===== config.mk =====
export PLATFORM = sky130hd
export DESIGN_NAME = regr_pipe
export DESIGN_NICKNAME = d
export VERILOG_FILES = /design/src/rtl/regr_pipe.sv
export SDC_FILE = /design/constraint.sdc
export NUM_CORES = 1
export LEC_CHECK = 0
export ABC_AREA = 1
export CORE_AREA = 2 2 39 41
export CTS_BUF_LIST = sky130_fd_sc_hd__clkbuf_8
export CTS_CLUSTER_DIAMETER = 120
export CTS_CLUSTER_SIZE = 10
export DETAILED_ROUTE_END_ITERATION = 7
export DIE_AREA = 0 0 41 43
export PLACE_DENSITY = 0.45
export SYNTH_ARGS = -nofsm -noshare
export SYNTH_HDL_FRONTEND = slang
export SYNTH_SLANG_ARGS = --single-unit

===== constraint.sdc =====
create_clock -name clk -period 1.9 [get_ports clk]
set_input_delay 0.285 -clock clk [delete_from_list [all_inputs] [get_ports clk]]
set_output_delay 0.285 -clock clk [all_outputs]
set_load 0.02 [all_outputs]

===== src/rtl/regr_pipe.sv =====
// regr_pipe: DEPTH-stage elastic valid/ready pipeline register.
// Empty stages always accept, so stalled words compact into bubbles.
// A synchronous flush empties every stage. Reset clears state asynchronously.
module regr_pipe #(
    parameter int N          = 1,
    parameter int DEPTH      = 2,
    parameter int CLEAR_DATA = 1
) (
    input  logic                       clk,
    input  logic                       reset,
    input  logic                       flush,
    input  logic                       in_valid,
    output logic                       in_ready,
    input  logic [N-1:0]               in_data,
    output logic                       out_valid,
    input  logic                       out_ready,
    output logic [N-1:0]               out_data,
    output logic [$clog2(DEPTH+1)-1:0] count
);

    localparam int CW = $clog2(DEPTH + 1);

    logic [DEPTH-1:0] v;
    logic [N-1:0]     d     [DEPTH];
    logic [DEPTH:0]   r;
    logic [DEPTH-1:0] v_in;
    logic [N-1:0]     d_in  [DEPTH];
    logic             full_from;
    logic             in_hs;
    logic             out_hs;

    // Ready chain. Stage k is ready when out_ready is high or any stage from k
    // to the output is empty. This is the unrolled form of ~v[k] | r[k+1], which
    // avoids a vector that feeds back on itself.
    always_comb begin
        r         = '0;
        full_from = 1'b1;
        r[DEPTH]  = out_ready;
        for (int unsigned i = 0; i < DEPTH; i++) begin
            full_from            = full_from & v[DEPTH-1-i];
            r[DEPTH-1-i]         = out_ready | ~full_from;
        end
    end

    // Word offered to each stage: the pipe input for stage 0, otherwise the upstream stage.
    always_comb begin
        v_in    = '0;
        v_in[0] = in_valid & ~flush;
        d_in[0] = in_data;
        for (int unsigned i = 1; i < DEPTH; i++) begin
            v_in[i] = v[i-1];
            d_in[i] = d[i-1];
        end
    end

    assign in_ready  = r[0] & ~flush;
    assign out_valid = v[DEPTH-1];
    assign out_data  = d[DEPTH-1];
    assign in_hs     = in_valid & in_ready;
    assign out_hs    = v[DEPTH-1] & out_ready;

    // Stage valid bits: flush empties the pipe, otherwise ready stages take their upstream valid.
    always_ff @(posedge clk or posedge reset) begin
        if (reset) begin
            v <= '0;
        end else if (flush) begin
            v <= '0;
        end else begin
            for (int unsigned i = 0; i < DEPTH; i++) begin
                if (r[i]) begin
                    v[i] <= v_in[i];
                end
            end
        end
    end

    // Stage data: written only when a valid word moves in; flush zeroes it if CLEAR_DATA is set.
    always_ff @(posedge clk or posedge reset) begin
        if (reset) begin
            for (int unsigned i = 0; i < DEPTH; i++) begin
                d[i] <= '0;
            end
        end else if (flush) begin
            if (CLEAR_DATA != 0) begin
                for (int unsigned i = 0; i < DEPTH; i++) begin
                    d[i] <= '0;
                end
            end
        end else begin
            for (int unsigned i = 0; i < DEPTH; i++) begin
                if (r[i] && v_in[i]) begin
                    d[i] <= d_in[i];
                end
            end
        end
    end

    // Occupancy: tracks handshakes in and out, cleared by flush.
    always_ff @(posedge clk or posedge reset) begin
        if (reset) begin
            count <= '0;
        end else if (flush) begin
            count <= '0;
        end else begin
            count <= count + CW'(in_hs) - CW'(out_hs);
        end
    end

endmodule


## Word level (Yosys, flattened, before mapping)

Cells that the tools add are included.

- Flip-flop bits (word level): 6
- Bits of input ports: 6
- Output and inout port bits: 5
- Logic and storage cells: 30

- Add/sub/neg operators: 2
- Muxes and demuxes: 7
- Bitwise logic cells: 10
- Reduce and logical (&&, ||, !) cells: 6

Operator list:

| cell | count |
|---|---|
| 2-bit nonzero test | 4 |
| 2-bit two-way mux | 3 |
| 1-bit bitwise AND | 5 |
| 1-bit two-way mux | 4 |
| 1-bit inverter | 3 |
| 2-bit by 1-bit adder with 2-bit output | 1 |
| 1-bit logical AND | 2 |
| 1-bit OR | 2 |
| 2-bit by 1-bit subtractor with 2-bit output | 1 |

## Longest topological paths before layout

- Word-level depth: 8
- Mapped depth: 9
- Depth with buffers taken out: 9

## Least setup slack after synthesis

OpenSTA, ideal clock, no wires.

- Kind: register to register
- Start point: register v[1]
- End point: register count[1]
- Library setup time: 0.119 ns
- Data arrival time: 1.276 ns
- Required time: 1.781 ns
- Path slack: 0.505 ns
- Stages on the path, launching flop included: 8
- Buffers on the path: 0
- Clock period less this slack: 1.395 ns
- Path through: dfrtp_1 -> nand3_2 -> nand2_2 -> ha_1 -> inv_1 -> ha_1 -> a21oi_1 -> nor2_1

- Cells in the longest elaborated chain, start to end: 8
- Elaborated cells on any way between the ends: 9
- Classes of those cells: add/sub: 2; mux: 1; bitwise: 6

RTL lines:

| element | RTL line | RTL |
|---|---|---|
| start: declaration | 23 | `logic [DEPTH-1:0] v;` |
| start signal: indexed assignment | 71 | `v[i] <= v_in[i];` |
| 1-bit bitwise AND | 40 | `full_from = full_from & v[DEPTH-1-i];` |
| 1-bit inverter | 41 | `r[DEPTH-1-i] = out_ready \| ~full_from;` |
| 1-bit OR | 41 |  |
| 1-bit bitwise AND | 56 | `assign in_ready = r[0] & ~flush;` |
| 1-bit bitwise AND | 59 | `assign in_hs = in_valid & in_ready;` |
| 2-bit by 1-bit adder with 2-bit output | 105 | `count <= count + CW'(in_hs) - CW'(out_hs);` |
| 2-bit by 1-bit subtractor with 2-bit output (*) | 105 |  |
| 2-bit two-way mux (*) | 102 | `end else if (flush) begin` |
| end signal: assignment | 105 |  |
| end: declaration | 18 | `output logic [$clog2(DEPTH+1)-1:0] count` |

Mark *: on every way between the ends. The rest lies on a longest branch, timed or not.
A chain may end at the register's enable or synchronous reset.

## Worst setup path after layout

- Start point: input port flush
- End point: register count[1]

- Cells in the longest elaborated chain, start to end: 6

RTL lines:

| element | RTL line | RTL |
|---|---|---|
| start: declaration | 11 | `input logic flush,` |
| 1-bit inverter | 56 |  |
| 1-bit bitwise AND | 56 |  |
| 1-bit bitwise AND | 59 |  |
| 2-bit by 1-bit adder with 2-bit output | 105 |  |
| 2-bit by 1-bit subtractor with 2-bit output | 105 |  |
| 2-bit two-way mux (*) | 102 |  |

Marks and branches as above.

==> reports/results.ini <==
[status]
status = finished clean

[cells_and_area]
drive_gt1_share_pct = 14.0
syn_to_final_growth_pct = 55.0
nNetsFinal = 67
antenna_cells = 0
finish.utilization_pct = 36.4
fin_area_um2 = 504

[yosys]
ys_ff_latch = 6
synth.yosys.seq_area_share_pct = 46.2
synth_cells = 42
syn_area_um2 = 325
synth_area_per_cell_um2 = 7.75
synth_cell_types = 12
synth_nets = 50
yosys_warnings = 0

[critical_path]
crit_top_cell = ha_1
worstPathRequired_ps = 2010
cpLargestDelayFamily = buffers and inverters
critPathBufInv = 2
end_kind = register
crit_fanout = 3
reg2reg_slack_ps = 530
critPathLaunchType = input pin
worstPathCellList = clkdlybuf4s50_1, nor2_2, nand2_2, ha_1, inv_1, ha_1, a21oi_1, nor2_1
critPathKind = in -> reg
reg2reg_from = v[0]
rr_endpoint = count[1]
slowest_delay_ps = 470
rr_worst_depth = 7
cp_slowest_cell = clkdlybuf4s50_1
worstPathArrival_ps = 1650

[global_routing]
gr-total-overflow = 0
grt_use_total_pct = 9.69
grt_pass1_wl_mm = 1.04
grt_pass1_vias = 274
grt_max_degree = 7
antenna_found_initial = 0

[route]
drt-met1-wl_um = 292
drtIter0Drc = 11
vias = 303
drt-total-wl_um = 613
top_layer_used = met4
first_pass_iters = 4
wl_met2_um = 242
drc = 0
wl_met3_um = 36
wl_per_cell_um = 8.40
vias_per_cell = 4.15
drtAntennaViolNets = 0

[clock_tree]
cts_buffers = 3
h-tree-depth = 1
clk_pin_slew_ps = 40
clock-sinks = 6
clockBufferDepth = 2
cts-root-buf = clkbuf_8
cts_tree = yes
cts_hold_buf = 0
clock_latency_ps = 220

[timing]
clock.fmax_mhz = 648
hold_violations = 0
post-route-period-util_pct = 81.3
rsz0062_at_grt = false
slew_violations = 0
tns_ps = 0
timing.final.crit_period_ps = 1540
relSlewSlack_pct = 84.1
worst_pin_slew_ps = 238
setup_viol = 0
fin_skew_ps = 1.08

[placement]
place_area_um2 = 460
numPortBuffers = 10
place_congestion = 0.703
dp_hpwl_um = 503

[floorplanning]
core_um2 = 1380
die_w_um = 41
ioPinCount = 11
std_cell_rows = 14
start_util_pct = 23.5
die-area_um2 = 1760
die_height_um = 43

[run]
drv_cap = 0

[power_and_ir_drop]
peakVddDrop_mv = 0.317
fin_total_pwr_uw = 409
powerDensity_nw_per_um2 = 811
p_leak_uw = 0.000267

[hold_path]
min-delay-path-class = in -> async

## flip-flops by register name, indices dropped and copies added (netlist names)
| register | flops |
|---|---|
| count | 2 |
| d | 1 |
| out_data | 1 |
| v | 2 |
## logic make-up (layout without fill, tap and decap cells)
kind of cell | after synthesis | in the layout | share of synthesized area (%)
AOI/OAI and AO/OA | 5 | 5 | 8.08
adders and majority gates | 2 | 2 | 7.69
buffers and inverters | 10 | 25 | 11.5
DFF | 6 | 6 | 46.2
and+or+nand+nor | 19 | 19 | 26.5
## cells in the mapped netlist
master	count	share of area [%]
a21oi_1	3	4.6
dfrtp_1	6	46
nand3_1	3	4.6
nor2_1	4	4.6
nand2_2	1	1.9
ha_1	2	7.7
nor2_2	1	1.9
nand2_1	9	10
nand3_2	1	3.1
inv_1	10	12
o21ai_0	1	1.5
a31oi_1	1	1.9
## cells in the final DEF, fill, tap and decap left out, drive strengths merged
cell,netlist,layout
dfrtp,6,6
o21ai,1,1
inv,10,10
nand2,10,10
nand3,4,4
clkbuf,0,3
ha,2,2
a21oi,3,3
dlymetal6s2s,0,1
buf,0,2
nor2,5,5
a31oi,1,1
clkdlybuf4s50,0,9
## power by group
group / total [uW] / leakage [uW] / internal [uW] / switching (uW)
Combinational: 72.9 / 0.000166 / 36.3 / 36.6
Clock: 191 / 0.0000216 / 136 / 54.5
Sequential: 145 / 0.0000795 / 138 / 7.08
Total: 409 / 0.000267 / 311 / 98.2
## what timing repair did
action	in CTS	in global routing
endpoints found under the hold margin	0	0
resized for setup	0	1
buffers inserted	0	0
setup endpoints to repair	0	1
## worst reg2reg max path: stages, from the launching register on
cell and delay [ps]:
dfrtp_1 420, nand3_2 110, nand2_2 60, ha_1 270
inv_1 40, ha_1 180, a21oi_1 120, nor2_1 60
## layer usage
metal,global-route usage (%),vias to the layer above
met5,0,-
met2,11.9,11
met4,12.0,0
met3,3.14,4
li1,-,162
met1,11.1,126
## how the worst max path moves through the flow
stage                          end  slack, ps  startpoint  cells past startpoint
after floorplan           count[1]        500        v[1]                      7
after global placement    in_ready         20   out_ready                      4
after global routing      count[1]        220    in_valid                      9
final                     count[1]        360       flush                      8
after detailed placement  in_ready         20   out_ready                      4
after CTS                 in_ready         20   out_ready                      4
## metrics by stage
| stage | instances | hold WS [ps] | setup WS, ps |
|---|---|---|---|
| after CTS | 73 | 292 | 15.0 |
| after global routing | 73 | 323 | 216 |
| after detailed placement | 70 | 519 | 22.4 |
| final | 73 | 281 | 356 |
| after global placement | 70 | 505 | 24.5 |
| after floorplan | 42 | 76.0 | 505 |
## final cells by class
cell class / instances / area (um2)
Sequential cell: 6 / 150
Inverter: 10 / 37.5
Timing Repair Buffer: 12 / 118
Tap cell: 16 / 20.0
Multi-Input combinational cell: 26 / 138
Clock buffer: 3 / 41.3
Fill cell: 148 / 880
No activity file was read; power rests on OpenSTA's default activity.
